$ cat src/rtl/spi_pkg.sv
// Shared definitions for the SPI-to-register-bus bridge: bus widths, status
// bit positions, FSM encoding and the burst address helper.
package spi_pkg;

    localparam int ADDR_W   = 20;
    localparam int DATA_W   = 16;
    localparam int ST_WE    = 2;
    localparam int ST_BURST = 1;

    typedef enum logic [2:0] {
        S_IDLE       = 3'd0,
        S_RD_REQ     = 3'd1,
        S_WR_WAIT    = 3'd2,
        S_WR_REQ     = 3'd3,
        S_BURST_WAIT = 3'd4
    } bridge_state_t;

    // Burst address step; wraps naturally at the top of the 20-bit space
    function automatic logic [ADDR_W-1:0] addr_next(input logic [ADDR_W-1:0] a);
        return a + 20'd1;
    endfunction

endpackage

$ cat src/rtl/spi_bus_timeout.sv
// Bus request watchdog: cleared on load, counts while enabled, and flags the
// last cycle of the allowed request window.
module spi_bus_timeout #(
    parameter int TIMEOUT_CYCLES = 15,
    parameter int CNT_W          = 8
) (
    input  logic clk,
    input  logic reset_n,
    input  logic load,
    input  logic enable,
    output logic expired
);

    localparam logic [CNT_W-1:0] LAST_CNT = CNT_W'(TIMEOUT_CYCLES - 1);

    logic [CNT_W-1:0] count_r;

    // Cycle counter for the current request; idles at zero between requests
    always_ff @(posedge clk or negedge reset_n) begin
        if (!reset_n) begin
            count_r <= {CNT_W{1'b0}};
        end else if (load) begin
            count_r <= {CNT_W{1'b0}};
        end else if (enable) begin
            count_r <= count_r + {{(CNT_W-1){1'b0}}, 1'b1};
        end else begin
            count_r <= {CNT_W{1'b0}};
        end
    end

    assign expired = enable & (count_r == LAST_CNT);

endmodule

$ cat src/rtl/spi_bus_bridge.sv
// Turns decoded SPI frames into single-outstanding request/ack transactions on
// the internal register bus, with burst increment, timeout and frame abort.
module spi_bus_bridge
    import spi_pkg::*;
#(
    parameter int                TIMEOUT_CYCLES = 15,
    parameter logic [DATA_W-1:0] ERR_RDATA      = 16'hDEAD
) (
    input  logic              clk,
    input  logic              reset_n,
    input  logic              cs_n,
    input  logic              address_ready,
    input  logic              data_ready,
    input  logic [ADDR_W-1:0] addr,
    input  logic [3:0]        status,
    input  logic [DATA_W-1:0] wdata,
    output logic [DATA_W-1:0] rdata,
    output logic              bus_req,
    output logic              bus_we,
    output logic [ADDR_W-1:0] bus_addr,
    output logic [DATA_W-1:0] bus_wdata,
    input  logic [DATA_W-1:0] bus_rdata,
    input  logic              bus_ack,
    input  logic              bus_err,
    output logic              busy,
    output logic              err_flag,
    input  logic              err_clr
);

    logic              cs_meta_r, cs_sync_r;
    bridge_state_t     state_r, state_s;
    logic [ADDR_W-1:0] addr_q_r, addr_q_s;
    logic [DATA_W-1:0] wdata_q_r, wdata_q_s;
    logic [DATA_W-1:0] rdata_r, rdata_s;
    logic              we_q_r, we_q_s;
    logic              burst_q_r, burst_q_s;
    logic              abort_seen_r, abort_seen_s;
    logic              bus_req_r, bus_req_s;
    logic              busy_r, busy_s;
    logic              err_flag_r, err_flag_s;
    logic              err_set_s;
    logic              done_s;
    logic              tmo_load_s, tmo_expired_s;

    // cs_n crosses from the SCLK domain; resets to deselected
    always_ff @(posedge clk or negedge reset_n) begin
        if (!reset_n) begin
            cs_meta_r <= 1'b1;
            cs_sync_r <= 1'b1;
        end else begin
            cs_meta_r <= cs_n;
            cs_sync_r <= cs_meta_r;
        end
    end

    spi_bus_timeout #(
        .TIMEOUT_CYCLES(TIMEOUT_CYCLES),
        .CNT_W         (8)
    ) u_timeout (
        .clk    (clk),
        .reset_n(reset_n),
        .load   (tmo_load_s),
        .enable (bus_req_r),
        .expired(tmo_expired_s)
    );

    // Next-state and next-output logic; all outputs are registered from these
    always_comb begin
        state_s      = state_r;
        addr_q_s     = addr_q_r;
        wdata_q_s    = wdata_q_r;
        rdata_s      = rdata_r;
        we_q_s       = we_q_r;
        burst_q_s    = burst_q_r;
        abort_seen_s = 1'b0;
        err_set_s    = 1'b0;
        done_s       = 1'b0;

        case (state_r)
            S_IDLE: begin
                if (address_ready) begin
                    addr_q_s  = addr;
                    we_q_s    = status[ST_WE];
                    burst_q_s = status[ST_BURST];
                    state_s   = status[ST_WE] ? S_WR_WAIT : S_RD_REQ;
                end else begin
                    state_s = S_IDLE;
                end
            end
            S_RD_REQ, S_WR_REQ: begin
                abort_seen_s = abort_seen_r | cs_sync_r;
                done_s       = bus_ack | tmo_expired_s;
                // ack wins over a simultaneous timeout
                if (bus_ack) begin
                    err_set_s = data_ready | bus_err;
                    if (state_r == S_RD_REQ) begin
                        rdata_s = bus_err ? ERR_RDATA : bus_rdata;
                    end else begin
                        rdata_s = rdata_r;
                    end
                end else if (tmo_expired_s) begin
                    err_set_s = 1'b1;
                    if (state_r == S_RD_REQ) begin
                        rdata_s = ERR_RDATA;
                    end else begin
                        rdata_s = rdata_r;
                    end
                end else begin
                    err_set_s = data_ready;
                end
                if (done_s) begin
                    if (burst_q_r && !abort_seen_r && !cs_sync_r) begin
                        state_s = S_BURST_WAIT;
                    end else begin
                        state_s = S_IDLE;
                    end
                end else begin
                    state_s = state_r;
                end
            end
            S_WR_WAIT: begin
                if (cs_sync_r) begin
                    state_s = S_IDLE;
                end else if (data_ready) begin
                    wdata_q_s = wdata;
                    state_s   = S_WR_REQ;
                end else begin
                    state_s = S_WR_WAIT;
                end
            end
            S_BURST_WAIT: begin
                if (cs_sync_r) begin
                    state_s = S_IDLE;
                end else if (data_ready) begin
                    addr_q_s = addr_next(addr_q_r);
                    if (we_q_r) begin
                        wdata_q_s = wdata;
                        state_s   = S_WR_REQ;
                    end else begin
                        state_s = S_RD_REQ;
                    end
                end else begin
                    state_s = S_BURST_WAIT;
                end
            end
            default: begin
                state_s = S_IDLE;
            end
        endcase

        bus_req_s  = (state_s == S_RD_REQ) || (state_s == S_WR_REQ);
        busy_s     = (state_s != S_IDLE);
        tmo_load_s = bus_req_s & ~bus_req_r;

        if (err_set_s) begin
            err_flag_s = 1'b1;
        end else if (err_clr) begin
            err_flag_s = 1'b0;
        end else begin
            err_flag_s = err_flag_r;
        end
    end

    // State and output registers
    always_ff @(posedge clk or negedge reset_n) begin
        if (!reset_n) begin
            state_r      <= S_IDLE;
            addr_q_r     <= 20'h00000;
            wdata_q_r    <= 16'h0000;
            rdata_r      <= 16'h0000;
            we_q_r       <= 1'b0;
            burst_q_r    <= 1'b0;
            abort_seen_r <= 1'b0;
            bus_req_r    <= 1'b0;
            busy_r       <= 1'b0;
            err_flag_r   <= 1'b0;
        end else begin
            state_r      <= state_s;
            addr_q_r     <= addr_q_s;
            wdata_q_r    <= wdata_q_s;
            rdata_r      <= rdata_s;
            we_q_r       <= we_q_s;
            burst_q_r    <= burst_q_s;
            abort_seen_r <= abort_seen_s;
            bus_req_r    <= bus_req_s;
            busy_r       <= busy_s;
            err_flag_r   <= err_flag_s;
        end
    end

    assign rdata     = rdata_r;
    assign bus_req   = bus_req_r;
    assign bus_we    = we_q_r;
    assign bus_addr  = addr_q_r;
    assign bus_wdata = wdata_q_r;
    assign busy      = busy_r;
    assign err_flag  = err_flag_r;

endmodule
$ cat config.mk
export PLATFORM = sky130hd
export DESIGN_NAME = spi_bus_bridge
export DESIGN_NICKNAME = d
export VERILOG_FILES = /design/src/rtl/spi_pkg.sv /design/src/rtl/spi_bus_timeout.sv /design/src/rtl/spi_bus_bridge.sv
export SDC_FILE = /design/constraint.sdc
export NUM_CORES = 1
export LEC_CHECK = 0
export CAP_MARGIN = 10
export CELL_PAD_IN_SITES_DETAIL_PLACEMENT = 0
export CELL_PAD_IN_SITES_GLOBAL_PLACEMENT = 2
export CORE_ASPECT_RATIO = 0.75
export CORE_UTILIZATION = 26
export DETAILED_ROUTE_END_ITERATION = 7
export PLACE_DENSITY = 0.9
export SYNTH_ARGS = -nofsm -noshare
export SYNTH_HDL_FRONTEND = slang
export SYNTH_SLANG_ARGS = --single-unit
$ cat constraint.sdc
create_clock -name clk -period 2.1 [get_ports clk]
set_input_delay 0.42 -clock clk [delete_from_list [all_inputs] [get_ports clk]]
set_output_delay 0.42 -clock clk [all_outputs]
set_load 0.02 [all_outputs]
==> reports/metrics.cfg, run 1 <==
[outcome]
status = complete, no violations

[drt]
via_per_inst = 4.64
remaining_drc_errors = 0
postRouteAntennaNets = 0
dr.pass1.iters = 4
wirelength_um = 9050
wl_per_cell_um = 14.2
vias = 2957
initialDrtViolationCount = 125

[clock_tree]
h-tree-depth = 3
clk_latency_ns = 0.34
holdBufCountCts = 0
cts_root_buf = clkbuf_16
numCtsBuffers = 9
clock_sink_count = 71
cts_resized = 0
clk_pin_slew_worst_paths_ns = 0.06
cts_tree = yes
post_cts_buffers = 0
clockBufferDepth = 2

[global_route]
grt_max_degree = 42
first_global_vias = 2933
overflow = 0
grt_pass1_wl_um = 14900
antenna_found_initial = 0
track_usage_pct = 14.4

[timing]
fin_crit_sh_pct = 90.8
slew_viol_final = 0
min_period_ns = 1.91
rsz0062_at_grt = no
setup_violations = 0
fmax_mhz = 524
finClkSkew_ns = 0.00876
worst_pin_slew_ns = 0.550
hold_violations = 0
slew_headroom_pct = 63.3

[critical_path]
required_ns = 2.30
path_buf_inv = 3
r2r_slack_ns = 0.19
cp_top_family = simple AND/OR/NAND/NOR gates
slowest_delay_ns = 0.53
start_kind = flop
crit_type = flop to flop
reg2reg_to = busy$_DFF_PN0_
crit_path_top_delay_cell = or4b_1
r2r_cells = 8
crit_path_max_fanout = 4
cp.arrival_ns = 2.11
end_kind = flop
crit_path_cell_trace = inv_1, ha_1, and4_1, a21oi_1, buf_4, inv_2, o221ai_2, or4b_1
r2r_start = u_timeout.count_r[0]$_DFF_PN0_

[floorplanning]
die_h_um = 99.9
die-width_um = 133
ios = 120
die_area_um2 = 13300
initial_core_util_pct = 26.8
design.core.area_um2 = 12400
rows = 35

[synthesis]
synth_nets = 400
yosysMostFrequentCell = dfrtp_1
ys_seq_elements = 71
netlist_area_um2 = 3330
syn_inst = 333
synth_edf_count = 0
yosys.area.top_type = dfrtp_1
synthArstFlopShare_pct = 100
netlist_top_cells_area = dfrtp_1, mux2_1, a21oi_1, nor2_1, nand3_1
synth_commonest_cells = dfrtp_1, nor2_1, a21oi_1
synth_top_flop_cell = dfrtp_1
yosysSeqAreaShare_pct = 53.5
synth_top_area_share_pct = 51.9
post_synth.cell_area_avg_um2 = 9.99
synth_warnings = 0
yosys.cell_types.count = 47

[cells_and_area]
insertedDiodeCount = 0
nets = 533
stdcell_area_um2 = 5200
areaGrowthSynthToFinish_pct = 56.3
fill_cells = 1209
layoutNonFillerInstCount = 637
drive_above_1_share_pct = 9.98

[place]
gp_congestion = 0.816
numPortBuffers = 117
placed_area_um2 = 4840
dp_hpwl_um = 6580
placed_cells = 621

[power]
power_switching_mw = 2.73
power.density_nw_per_um2 = 1450
power.share.sequential_pct = 32.5
ir_drop_mv = 0.491
clockPowerShare_pct = 24.0
swShare_pct = 36.2
p_leak_nw = 2.17
power_frac_comb_pct = 43.5
internal_power_mw = 4.80

[worst_hold_path]
holdCritPathClass = input pin to asynchronous set/reset pin

[flow_run]
drv_cap = 0

-- logic make-up (layout without fill, tap and decap cells) --
kind of cell | Yosys count | count (layout) | share of synthesized area (%)
and+or+nand+nor | 104 | 104 | 15.5
buffers and inverters | 40 | 178 | 5.00
xor gates and xnor gates | 7 | 7 | 1.84
AOI/OAI and AO/OA | 88 | 88 | 16.3
DFF | 71 | 71 | 53.5
muxes | 20 | 20 | 6.70
adders and majority gates | 3 | 3 | 1.13
-- registers in the layout (all words and copies together), names as in the netlist --
register / cells
abort_seen_r: 1
burst_q_r: 1
bus_addr: 20
bus_req: 1
bus_wdata: 16
bus_we: 1
busy: 1
cs_meta_r: 1
cs_sync_r: 1
err_flag: 1
rdata: 16
state_r: 3
u_timeout.count_r: 8
-- metrics by stage --
step                setup TNS (ns)  utilization, %  setup slack (ns)  total power, mW  hold WS [ns]
finish                           0            41.9             0.193             7.54        0.0620
global route                     0            41.9            0.0829             8.01         0.106
CTS                              0            41.9             0.195             7.63        0.0812
detailed placement          -0.995            39.1           -0.0647             5.77         0.348
global placement           -0.0413            39.1           -0.0329             5.72         0.346
floorplan                        0               -             0.357             4.06         0.124
-- worst max-delay path by stage --
stage | from | to | slack, ns | depth (start not counted)
global route | u_timeout.count_r[6]$_DFF_PN0_ | busy$_DFF_PN0_ | 0.08 | 6
detailed placement | data_ready | bus_wdata[15]$_DFFE_PN0P_ | -0.06 | 5
CTS | u_timeout.count_r[0]$_DFF_PN0_ | busy$_DFF_PN0_ | 0.19 | 8
global placement | data_ready | bus_addr[0]$_DFFE_PN0P_ | -0.03 | 7
floorplan | u_timeout.count_r[0]$_DFF_PN0_ | busy$_DFF_PN0_ | 0.36 | 7
finish | u_timeout.count_r[0]$_DFF_PN0_ | busy$_DFF_PN0_ | 0.19 | 8
-- worst register-to-register path: stages (launching register included) --
cell      delay, ns
dfrtp_1        0.41
inv_1          0.07
ha_1           0.14
and4_1         0.18
a21oi_1        0.10
buf_4          0.17
inv_2          0.06
o221ai_2       0.10
or4b_1         0.53
-- layer usage --
layer	GRT usage, %	routed length, µm	vias up
met3	4.65	633	8
met2	21.9	4000	106
li1	-	-	1453
met4	5.75	98	0
met5	0	0	-
met1	19.0	4320	1390
-- final cells by class --
class / count / area, µm² / area share [%]
inverters: 25 / 93.8 / 1.81
clock buffers: 11 / 253 / 4.86
clock inverters: 5 / 104 / 2.00
repair buffers: 137 / 1370 / 26.3
multi-input cells: 222 / 1390 / 26.8
flip-flops and latches: 71 / 1780 / 34.2
well taps: 166 / 208 / 4.00
-- cell usage in the layout (no fill, tap or decap), types with 10 or more instances in the layout --
cell	n
a21oi_1	27
a31oi_1	12
buf_4	17
clkdlybuf4s50_1	116
dfrtp_1	69
inv_1	24
mux2_1	16
nand2_1	16
nand3_1	22
nor2_1	30
o21ai_0	16
o22ai_1	10
-- power groups by stage --
stage / clock network, mW / registers [mW] / logic [mW]
CTS: 1.86 / 2.45 / 3.32
finish: 1.81 / 2.45 / 3.28
global route: 1.92 / 2.55 / 3.54
floorplan: 0 / 3.06 / 1.01
detailed placement: 0 / 2.47 / 3.30
global placement: 0 / 2.44 / 3.27
Power figures use the tool's default switching activity.
==> inputs of run 2 (changes only) <==
Settings changed: SKIP_LAST_GASP from default to 1.
==> results of run 2 <==
No change in the layout: final DEF, timing and power equal those of run 1.
